<file path="config.mk">
export PLATFORM = sky130hd
export DESIGN_NAME = nzr_grb_receiver
export DESIGN_NICKNAME = d
export VERILOG_FILES = /design/src/rtl/nzr_grb_receiver.sv
export SDC_FILE = /design/constraint.sdc
export NUM_CORES = 1
export LEC_CHECK = 0
export CAP_MARGIN = 20
export CORE_MARGIN = 4
export CORE_UTILIZATION = 43
export DETAILED_ROUTE_END_ITERATION = 6
export HOLD_SLACK_MARGIN = 0.06
export PLACE_DENSITY = 0.74
export SYNTH_ARGS = -nofsm -noshare
export SYNTH_HDL_FRONTEND = slang
export SYNTH_SLANG_ARGS = --single-unit
export TNS_END_PERCENT = 30
</file>
<file path="constraint.sdc">
create_clock -name clk -period 3.7 [get_ports clk]
set_input_delay 1.11 -clock clk [delete_from_list [all_inputs] [get_ports clk]]
set_output_delay 1.11 -clock clk [all_outputs]
set_load 0.005 [all_outputs]
</file>
<file path="src/rtl/nzr_grb_receiver.sv">
// ---------------------------------------------------------------------------
// nzr_grb_receiver
//   Receive side of the WS2812B NZR single-wire protocol. Each high pulse on
//   din is measured in clk ticks and classified as a '0' or '1' bit. Bits are
//   collected MSB-first into 24-bit GRB words. The module counts the words in
//   each frame and treats a long low period (the RESET code) as end-of-frame.
//   Used as a loopback checker for the GRB transmitter and as a front end for
//   capturing data on a chain of LEDs. clk is nominally 100 MHz.
//
// Ports
//   clk         in   1   system clock
//   reset       in   1   synchronous, active-high reset
//   din         in   1   asynchronous NZR serial input
//   grb_word    out  24  last completed word {G,R,B}; held until the next word
//   word_valid  out  1   1-clk pulse: grb_word updated this cycle
//   led_index   out  8   0-based index of grb_word within its frame (saturates)
//   frame_done  out  1   1-clk pulse: RESET code seen after at least one word
//   led_count   out  8   word count of the last completed frame
//   err         out  1   1-clk pulse: protocol error
//   err_code    out  2   01 glitch, 10 stuck high, 11 partial word at RESET;
//                        held until the next error or reset
// ---------------------------------------------------------------------------
module nzr_grb_receiver #(
  parameter int T0H_MIN    = 15,
  parameter int BIT_THRESH = 60,
  parameter int T1H_MAX    = 120,
  parameter int RESET_CLKS = 28100
) (
  input  logic        clk,
  input  logic        reset,
  input  logic        din,
  output logic [23:0] grb_word,
  output logic        word_valid,
  output logic [7:0]  led_index,
  output logic        frame_done,
  output logic [7:0]  led_count,
  output logic        err,
  output logic [1:0]  err_code
);

  localparam logic [7:0]  T0H      = 8'(T0H_MIN);
  localparam logic [7:0]  BIT_THR  = 8'(BIT_THRESH);
  localparam logic [7:0]  T1H      = 8'(T1H_MAX);
  localparam logic [14:0] LCNT_END = 15'(RESET_CLKS - 1);

  localparam logic [1:0] ERR_GLITCH  = 2'b01;
  localparam logic [1:0] ERR_STUCK   = 2'b10;
  localparam logic [1:0] ERR_PARTIAL = 2'b11;

  typedef enum logic [1:0] {SSYNC, SIDLE, SHIGH, SLOW} state_t;

  state_t      state, state_n;
  logic        din_meta, din_s, din_d;
  logic [7:0]  hcnt, hcnt_n;
  logic [14:0] lcnt, lcnt_n;
  logic [4:0]  bit_cnt, bit_cnt_n;
  logic [23:0] shift, shift_n;
  logic [7:0]  word_cnt, word_cnt_n;
  logic [23:0] grb_word_n;
  logic [7:0]  led_index_n, led_count_n;
  logic        word_valid_n, frame_done_n, err_n;
  logic [1:0]  err_code_n;
  logic        rise, fall, bit_val;
  logic [7:0]  hcnt_inc, word_cnt_inc;
  logic [14:0] lcnt_inc;

  assign rise = din_s & ~din_d;
  assign fall = ~din_s & din_d;

  // Saturating increments: a stuck line must never wrap a counter back into range.
  assign hcnt_inc     = (hcnt == 8'hFF) ? hcnt : hcnt + 8'd1;
  assign lcnt_inc     = (lcnt == 15'h7FFF) ? lcnt : lcnt + 15'd1;
  assign word_cnt_inc = (word_cnt == 8'hFF) ? word_cnt : word_cnt + 8'd1;

  // Bit value is decided by the high time measured up to the falling edge.
  assign bit_val = (hcnt >= BIT_THR);

  always_comb begin
    // NOTE: every signal gets a default before the case so no latch is inferred.
    state_n      = state;
    hcnt_n       = hcnt;
    lcnt_n       = lcnt;
    bit_cnt_n    = bit_cnt;
    shift_n      = shift;
    word_cnt_n   = word_cnt;
    grb_word_n   = grb_word;
    led_index_n  = led_index;
    led_count_n  = led_count;
    err_code_n   = err_code;
    word_valid_n = 1'b0;
    frame_done_n = 1'b0;
    err_n        = 1'b0;

    case (state)
      SSYNC: begin
        // Only a full RESET-length low arms the receiver.
        if (din_s)                  lcnt_n  = '0;
        else if (lcnt == LCNT_END)  state_n = SIDLE;
        else                        lcnt_n  = lcnt_inc;
      end

      SIDLE: begin
        if (rise) begin
          hcnt_n  = 8'd1;
          state_n = SHIGH;
        end
      end

      SHIGH: begin
        // Over-length is checked before the fall so a pulse one tick too
        // long is rejected even if it ends in the same cycle.
        if (hcnt > T1H) begin
          err_n      = 1'b1;
          err_code_n = ERR_STUCK;
        end else if (fall) begin
          if (hcnt < T0H) begin
            err_n      = 1'b1;
            err_code_n = ERR_GLITCH;
          end else begin
            shift_n = {shift[22:0], bit_val};
            lcnt_n  = 15'd1;
            state_n = SLOW;
            if (bit_cnt == 5'd23) begin
              grb_word_n   = {shift[22:0], bit_val};
              word_valid_n = 1'b1;
              led_index_n  = word_cnt;
              word_cnt_n   = word_cnt_inc;
              bit_cnt_n    = '0;
            end else begin
              bit_cnt_n = bit_cnt + 5'd1;
            end
          end
        end else begin
          hcnt_n = hcnt_inc;
        end
      end

      SLOW: begin
        if (rise) begin
          hcnt_n  = 8'd1;
          state_n = SHIGH;
        end else if (lcnt == LCNT_END) begin
          // End of frame; the line has already been low long enough to count
          // as a sync, so the receiver re-arms directly.
          if (bit_cnt != 5'd0) begin
            err_n      = 1'b1;
            err_code_n = ERR_PARTIAL;
          end else if (word_cnt != 8'd0) begin
            frame_done_n = 1'b1;
            led_count_n  = word_cnt;
          end
          word_cnt_n = '0;
          bit_cnt_n  = '0;
          shift_n    = '0;
          lcnt_n     = '0;
          state_n    = SIDLE;
        end else begin
          lcnt_n = lcnt_inc;
        end
      end

      default: state_n = SSYNC;
    endcase

    // Bit-level errors drop the partial frame and force a fresh sync.
    // A partial word at RESET is reported but the line is already synced.
    if (err_n && err_code_n != ERR_PARTIAL) begin
      shift_n    = '0;
      bit_cnt_n  = '0;
      word_cnt_n = '0;
      hcnt_n     = '0;
      lcnt_n     = '0;
      state_n    = SSYNC;
    end
  end

  // NOTE: sequential state uses non-blocking assignments so every register
  // samples pre-edge values regardless of statement order.
  always_ff @(posedge clk) begin
    if (reset) begin
      // NOTE: all of these are plain registers, so every one is reset; nothing
      // here is a memory array that would be left unreset.
      state      <= SSYNC;
      din_meta   <= 1'b0;
      din_s      <= 1'b0;
      din_d      <= 1'b0;
      hcnt       <= '0;
      lcnt       <= '0;
      bit_cnt    <= '0;
      shift      <= '0;
      word_cnt   <= '0;
      grb_word   <= '0;
      led_index  <= '0;
      led_count  <= '0;
      word_valid <= 1'b0;
      frame_done <= 1'b0;
      err        <= 1'b0;
      err_code   <= '0;
    end else begin
      din_meta   <= din;
      din_s      <= din_meta;
      din_d      <= din_s;
      state      <= state_n;
      hcnt       <= hcnt_n;
      lcnt       <= lcnt_n;
      bit_cnt    <= bit_cnt_n;
      shift      <= shift_n;
      word_cnt   <= word_cnt_n;
      grb_word   <= grb_word_n;
      led_index  <= led_index_n;
      led_count  <= led_count_n;
      word_valid <= word_valid_n;
      frame_done <= frame_done_n;
      err        <= err_n;
      err_code   <= err_code_n;
    end
  end

endmodule

</file>
# After elaboration in Yosys (flattened, before gate mapping)
# Index checks and enable logic that the tools add are counted.
# word_totals
ff_bits,109
input_bits,3
out_inout_bits,45
wordCells,134
# op_classes
n_addsub,4
n_lt_le_gt_ge,3
n_eq_ne,22
muxes,59
n_bitwise,12
reduce_logical,18
# ops
cell,count
15-bit 2-to-1 mux,8
23-bit 2-to-1 mux,5
8-bit 2-to-1 mux,11
23-bit one-hot mux with 2 select lines,1
15-bit one-hot mux with 3 select lines,1
8-bit one-hot mux with 2 select lines,2
15-bit equality test (second input constant),2
5-bit 2-to-1 mux,6
2-bit 2-to-1 mux,13
2-bit != test (second input constant),12
5-bit AND reduction,4
8-bit by 1-bit adder with 8-bit output (second input constant),2
8-bit equality test (second input constant),2
15-bit by 1-bit adder with 15-bit output (second input constant),1
6-bit AND reduction,2
1-bit inverter,10
5-bit one-hot mux with 2 select lines,1
5-bit OR reduction,2
8-bit by 6-bit >= comparator with 1-bit output (second input constant),1
8-bit by 7-bit > comparator with 1-bit output (second input constant),1
8-bit by 4-bit less-than comparator with 1-bit output (second input constant),1
1-bit 2-to-1 mux,8
2-bit one-hot mux with 4 select lines,1
8-bit AND reduction,1
other kinds (16),20

# Longest topological paths before layout
# Gate-level depths: netlist (run 1).
# logic_depth
ltp_word,8
depth_mapped,10
ltp_nobuf,8

# Worst setup path after synthesis (run 1)
# No wires, ideal clock.
# synth_path
kind,reg-to-reg
from,reg lcnt[0]
to,reg word_cnt[6]
setup_time_ns,0.070
arrival_ns,2.315
required_ns,3.630
slack_ns,1.315
path_stages_with_launch,9
path_buffers,1
period_less_slack_ns,2.385
cell_sequence,dfxtp_1 ha_1 or4b_1 or4_4 nor3_2 a21oi_2 buf_6 or3_1 a21oi_1
# synth_via
elab_chain_cells,7
word_cells_on_any_way,12
classes_between,3 x eq/ne; 6 x mux; 3 x reduce/logical
# synth_rtl
element,line_no,rtl
from (decl),55,"logic [14:0] lcnt, lcnt_n;"
from (signal assigned),205,lcnt <= lcnt_n;
15-bit equality test (*),142,end else if (lcnt == LCNT_END) begin
2-bit 2-to-1 mux,142,
2-bit 2-to-1 mux,139,if (rise) begin
2-bit one-hot mux with 2 select lines,94,case (state)
2-bit != test,167,if (err_n && err_code_n != ERR_PARTIAL) begin
1-bit logical AND,167,
2-bit OR reduction (no source line),n/a,
to (signal assigned),208,word_cnt <= word_cnt_n;
to (decl),58,"logic [7:0] word_cnt, word_cnt_n;"
# Mark *: on every way between the ends. The rest lies on a longest branch, timed or not.
# A chain may end at the register's enable or synchronous reset.

# Final worst setup path (run 1)
# layout_path
from,reg lcnt[0]
to,reg word_cnt[7]
# The elaborated chain is that of the path after synthesis.

==> results.py, run 1 <==
metrics = {
    "sta": {
        "period_needed_ns": 2.69,
        "relSlewSlack": 0.622,
        "finalMaxSlewViolations": 0,
        "setup_tns_ns": 0,
        "fin_ws_ns": 1.01,
        "finClkSkew_ns": 0.00793,
        "rsz0062_at_grt": "no",
        "finalHoldViolCount": 0,
        "setup_viol": 0,
        "period_share": 0.727,
        "tightest_slew_ns": 0.566,
        "max_freq_mhz": 372,
    },
    "worst_setup_path": {
        "path_max_fanout": 15,
        "r2r-start": "lcnt[0]",
        "worstPathCellList": "ha_1, or4b_1, or4_4, nor3_2, a21oi_2, or4_1, a21oi_1",
        "r2r_slack_ns": 1.01,
        "reg2reg_depth": 7,
        "slowest_stage": "or4_4",
        "required_ns": 4.00,
        "regToRegEndpoint": "word_cnt[7]",
        "crit_arrival_ns": 2.99,
        "start_kind": "register",
        "worst_setup_path_end_kind": "register",
        "worst-setup-path-type": "register to register",
        "cp_slowest_stage_delay_ns": 0.51,
    },
    "worst_hold_path": {
        "min_from": "din_meta",
        "worstHoldPathCells": 1,
        "min_to": "din_s",
        "hold_class": "register to register",
    },
    "flow_run": {
        "maxCapViolations": 0,
    },
    "synth": {
        "ys_seq_elements": 109,
        "syn_area_sq_um": 4400,
        "synth_edf_count": 0,
        "ys.flop_type": "dfxtp_1",
        "synthesis.nets": 515,
        "synth_top_area_cell": "dfxtp_1",
        "syn_area_per_cell_sq_um": 8.72,
        "yosys.area.top_type_share": 0.495,
        "synth_area_leaders": "dfxtp_1, nand2_1, a21oi_1",
        "synth.distinct_cells": 53,
        "yosys_warnings": 0,
        "async_flop_share": 0,
        "yosysSeqAreaShare": 0.495,
        "postSynthCellCount": 505,
    },
    "power": {
        "switching_share": 0.235,
        "combPwrFrac": 0.020,
        "p_switching_uw": 443,
        "intPower_mw": 1.44,
        "ir_drop_uv": 190,
        "powerDensity_nw_per_um2": 364,
        "power_leakage_nw": 1.79,
        "seqPwrFrac": 0.626,
        "pwr-share-clk": 0.354,
    },
    "global_routing": {
        "grt-ovfl-total": 0,
        "antenna_found_initial": 0,
        "grt_usage": 0.167,
        "grt_pass1_vias": 3530,
        "grt_start_max_net_pins": 49,
        "grt_pass1_wl_microns": 16200,
    },
    "routing": {
        "ant_nets": 0,
        "firstDrtPassIters": 4,
        "drt_iter0_drc": 167,
        "vias_per_cell": 5.34,
        "drc": 0,
        "wl_per_cell_microns": 13.9,
        "finalWirelength_microns": 9470,
        "vias": 3650,
    },
    "place": {
        "dpl_worst_slack_ns": 0.875,
        "dpl-instance-area_sq_um": 5000,
        "gp_congestion": 0.862,
        "dp_hpwl_microns": 6770,
        "portBuffers": 47,
        "placed_cells": 668,
    },
    "floorplanning": {
        "ios": 48,
        "start_util": 0.446,
        "die_area_sq_um": 11900,
        "rows": 36,
        "chipWidth_microns": 109,
        "coreArea_sq_um": 9860,
        "die_h_microns": 109,
    },
    "clock_network": {
        "cts_max_level": 3,
        "cts.sinks": 109,
        "cts_buffer_depth": 2,
        "insertion_delay_ns": 0.37,
        "cts_resized": 0,
        "cts_root_buffer": "clkbuf_8",
        "post_cts_buffers": 0,
        "cts_tree": "built",
        "path_clk_slew_ns": 0.10,
        "numCtsBuffers": 9,
        "cts_hold_buf": 0,
    },
    "layout": {
        "antennaDiodeCount": 0,
        "num-nets-final": 556,
        "area_growth_pct": 17.6,
        "design_area_sq_um": 5180,
        "drive_gt1_frac": 0.0636,
        "most-common-layout-cells": "dfxtp_1, nand2_1, a21oi_1",
        "stdcell_count": 683,
        "final_common_cell": "dfxtp_1",
    },
    "status": {
        "status": "finished clean",
    },
}
[cell type report]
cell class | count | area [sq um]
Clock buffer | 9 | 124
Inverter | 11 | 41.3
Sequential cell | 109 | 2180
Fill cell | 917 | 4690
Timing Repair Buffer | 55 | 531
Clock inverter | 6 | 56.3
Tap cell | 133 | 166
Multi-Input combinational cell | 360 | 2080
[cell usage after synthesis (all sizes together), types with 8 or more instances]
master / instances
xnor2: 11
a21oi: 52
dfxtp: 109
nand4: 8
nand3: 18
a22o: 24
mux2i: 9
inv: 11
nor3: 12
o21ai: 11
clkbuf: 21
nor2b: 8
nand2: 85
nor2: 49
[critical path, delay by kind of cell (launching register included)]
kind / cells / cell delay (ns)
simple gates: 4 / 1.59
flops: 1 / 0.45
fa+ha+maj: 1 / 0.30
compound gates: 2 / 0.29
[per-layer routing]
metal,wire (microns),global-route usage
met5,0,0
met1,4430,0.210
met4,152,0.0677
met3,394,0.0332
met2,4490,0.279
[cells by family after synthesis]
logic type	count (synthesis)	synth area share
fa+ha+maj	7	0.0199
simple gates	220	0.242
xor+xnor	15	0.0298
mux	9	0.0205
flops	109	0.495
compound gates	109	0.159
buf+inv	36	0.0332
[power by group through the flow]
stage | Sequential, mW | Clock (mW) | Combinational, mW
3_5_place_dp | 1.21 | 0 | 0.0386
5_1_grt | 1.18 | 0.729 | 0.0427
4_1_cts | 1.18 | 0.690 | 0.0388
2_1_floorplan | 1.21 | 0 | 0.0283
3_3_place_gp | 1.21 | 0 | 0.0374
6_report | 1.18 | 0.668 | 0.0385
[registers in the layout, indices dropped and copies added, names as in the netlist]
register and count:
bit_cnt 5, din_d 1, din_meta 1, din_s 1
err 1, err_code 2, frame_done 1, grb_word 24
hcnt 8, lcnt 15, led_count 8, led_index 8
shift 23, state 2, word_cnt 8, word_valid 1
[how the worst max path moves through the flow]
| stage | startpoint | end | slack, ns | cells after the start |
|---|---|---|---|---|
| after global placement | reset | shift[10] | 0.91 | 6 |
| after CTS | lcnt[0] | word_cnt[7] | 1.01 | 7 |
| after floorplan | lcnt[0] | word_cnt[6] | 1.32 | 8 |
| after global routing | lcnt[0] | shift[2] | 0.83 | 8 |
| final | lcnt[0] | word_cnt[7] | 1.01 | 7 |
| after detailed placement | reset | shift[5] | 0.87 | 6 |
[through the flow]
stage           util  power, mW  hold WS [ns]
6_report       0.525       1.89         0.456
5_1_grt        0.525       1.95         0.477
4_1_cts        0.525       1.91         0.459
3_5_place_dp   0.507       1.25         0.443
3_3_place_gp   0.507       1.24         0.428
2_1_floorplan      -       1.23         0.414
No activity file was read; power rests on OpenSTA's default activity.
==> inputs of run 2 (changes only) <==
==> constraint.sdc (replaced) <==
create_clock -name clk -period 2.7 [get_ports clk]
set_input_delay 0.81 -clock clk [delete_from_list [all_inputs] [get_ports clk]]
set_output_delay 0.81 -clock clk [all_outputs]
set_load 0.005 [all_outputs]
==> results.py, run 2 (same netlist as run 1, synthesis figures left out) <==
metrics = {
    "status": {
        "status": "finished clean",
    },
    "clock_network": {
        "numCtsBuffers": 9,
        "cts_max_level": 3,
        "cts_buffer_depth": 2,
        "post_cts_buffers": 0,
        "cts_tree": "built",
        "cts_hold_buf": 0,
        "cts.sinks": 109,
        "insertion_delay_ns": 0.37,
        "path_clk_slew_ns": 0.10,
        "cts_root_buffer": "clkbuf_8",
        "cts_resized": 0,
    },
    "floorplanning": {
        "coreArea_sq_um": 9860,
        "rows": 36,
        "die_h_microns": 109,
        "start_util": 0.446,
        "chipWidth_microns": 109,
        "die_area_sq_um": 11900,
        "ios": 48,
    },
    "worst_setup_path": {
        "worst-setup-path-type": "register to register",
        "worstPathCellList": "ha_1, or4b_1, or4_4, nor3_2, a21oi_2, or4_1, a21oi_1",
        "start_kind": "register",
        "cp_slowest_stage_delay_ns": 0.51,
        "reg2reg_depth": 7,
        "cp_num_buf_inv": 0,
        "slowest_stage": "or4_4",
        "critical_path_cell_count": 7,
        "path_max_fanout": 15,
        "worst_setup_path_end_kind": "register",
        "crit_arrival_ns": 2.81,
        "path_delay_family": "simple AND/OR/NAND/NOR gates",
        "required_ns": 3.00,
    },
    "sta": {
        "setup_viol": 0,
        "finClkSkew_ns": 0.0107,
        "relSlewSlack": 0.617,
        "setup_tns_ns": 0,
        "tightest_slew_ns": 0.573,
        "period_share": 0.929,
        "rsz0062_at_grt": "no",
        "max_freq_mhz": 399,
        "finalHoldViolCount": 0,
        "period_needed_ns": 2.51,
        "finalMaxSlewViolations": 0,
    },
    "routing": {
        "drt_iter0_drc": 247,
        "vias_per_cell": 5.29,
        "ant_nets": 0,
        "drc": 0,
        "finalWirelength_microns": 9410,
        "firstDrtPassIters": 5,
        "vias": 3651,
        "wl_per_cell_microns": 13.6,
    },
    "layout": {
        "final_common_cell": "dfxtp_1",
        "fin_util": 0.530,
        "area_growth_pct": 18.8,
        "fill_cells": 911,
        "num-nets-final": 563,
        "largest_reg_flops": 24,
        "antennaDiodeCount": 0,
        "most-common-layout-cells": "dfxtp_1, nand2_1, a21oi_1",
        "regMostFlops": "grb_word",
        "design_area_sq_um": 5230,
        "stdcell_count": 690,
        "largestRegisters": "grb_word: 24 flops, shift: 23 flops, lcnt: 15 flops",
        "drive_gt1_frac": 0.0772,
    },
    "power": {
        "seqPwrFrac": 0.625,
        "combPwrFrac": 0.021,
        "switching_share": 0.235,
        "ir_drop_uv": 297,
        "power_leakage_nw": 1.83,
        "intPower_mw": 1.98,
        "powerDensity_nw_per_um2": 495,
        "pwr-share-clk": 0.354,
        "p_switching_uw": 609,
    },
    "place": {
        "gp_congestion": 0.858,
        "dp_hpwl_microns": 6720,
        "dpl-instance-area_sq_um": 5050,
        "placed_cells": 675,
        "portBuffers": 47,
    },
    "global_routing": {
        "antenna_found_initial": 0,
        "grt_pass1_wl_microns": 16100,
        "grt-ovfl-total": 0,
        "grt_usage": 0.167,
        "grt_start_max_net_pins": 49,
        "grt_pass1_vias": 3480,
    },
    "worst_hold_path": {
        "worstHoldPathCells": 1,
        "hold_class": "register to register",
    },
    "flow_run": {
        "maxCapViolations": 0,
    },
}
[run 2: cell count changes in the layout (fill, tap and decap cells not counted), sizes merged]
cell  change
buf       +7
[run 2: final cells by class]
type | count | area, sq um | share of cell area
Clock buffer | 9 | 124 | 0.0237
Clock inverter | 6 | 56.3 | 0.0108
Inverter | 11 | 41.3 | 0.00789
Multi-Input combinational cell | 360 | 2080 | 0.397
Sequential cell | 109 | 2180 | 0.417
Tap cell | 133 | 166 | 0.0318
Timing Repair Buffer | 62 | 583 | 0.111
[run 2: worst paths after layout]
| path | from | to | slack, ns |
|---|---|---|---|
| min | din_meta | din_s | 0.45 |
| max reg2reg | lcnt[0] | word_cnt[7] | 0.19 |
| min reg2reg | din_meta | din_s | 0.45 |
| max | lcnt[0] | word_cnt[7] | 0.19 |
[run 2: per-layer routing]
metal  global-route usage  part of all wire
met5                    0                 0
met4               0.0588            0.0090
met3               0.0355             0.051
met2                0.275              0.48
met1                0.215              0.46
[run 2: worst reg2reg max path: stages (launching register included)]
cell,delay (ns)
dfxtp_2,0.39
ha_1,0.20
or4b_1,0.46
or4_4,0.51
nor3_2,0.17
a21oi_2,0.13
or4_1,0.43
a21oi_1,0.16
[run 2: per-stage QoR]
step | hold WS, ns | setup slack (ns) | total power, mW
2_1_floorplan | 0.414 | 0.315 | 1.69
3_3_place_gp | 0.427 | 0.272 | 1.71
3_5_place_dp | 0.430 | 0.154 | 1.71
4_1_cts | 0.452 | 0.116 | 2.63
5_1_grt | 0.483 | 0.00326 | 2.70
6_report | 0.447 | 0.192 | 2.59
[run 2: power groups by stage]
stage	clock [mW]	sequential, mW	combinational, mW
floorplan	0	1.65	0.0388
global placement	0	1.65	0.0552
detailed placement	0	1.66	0.0554
CTS	0.954	1.62	0.0552
global route	1.02	1.62	0.0618
finish	0.917	1.62	0.0552
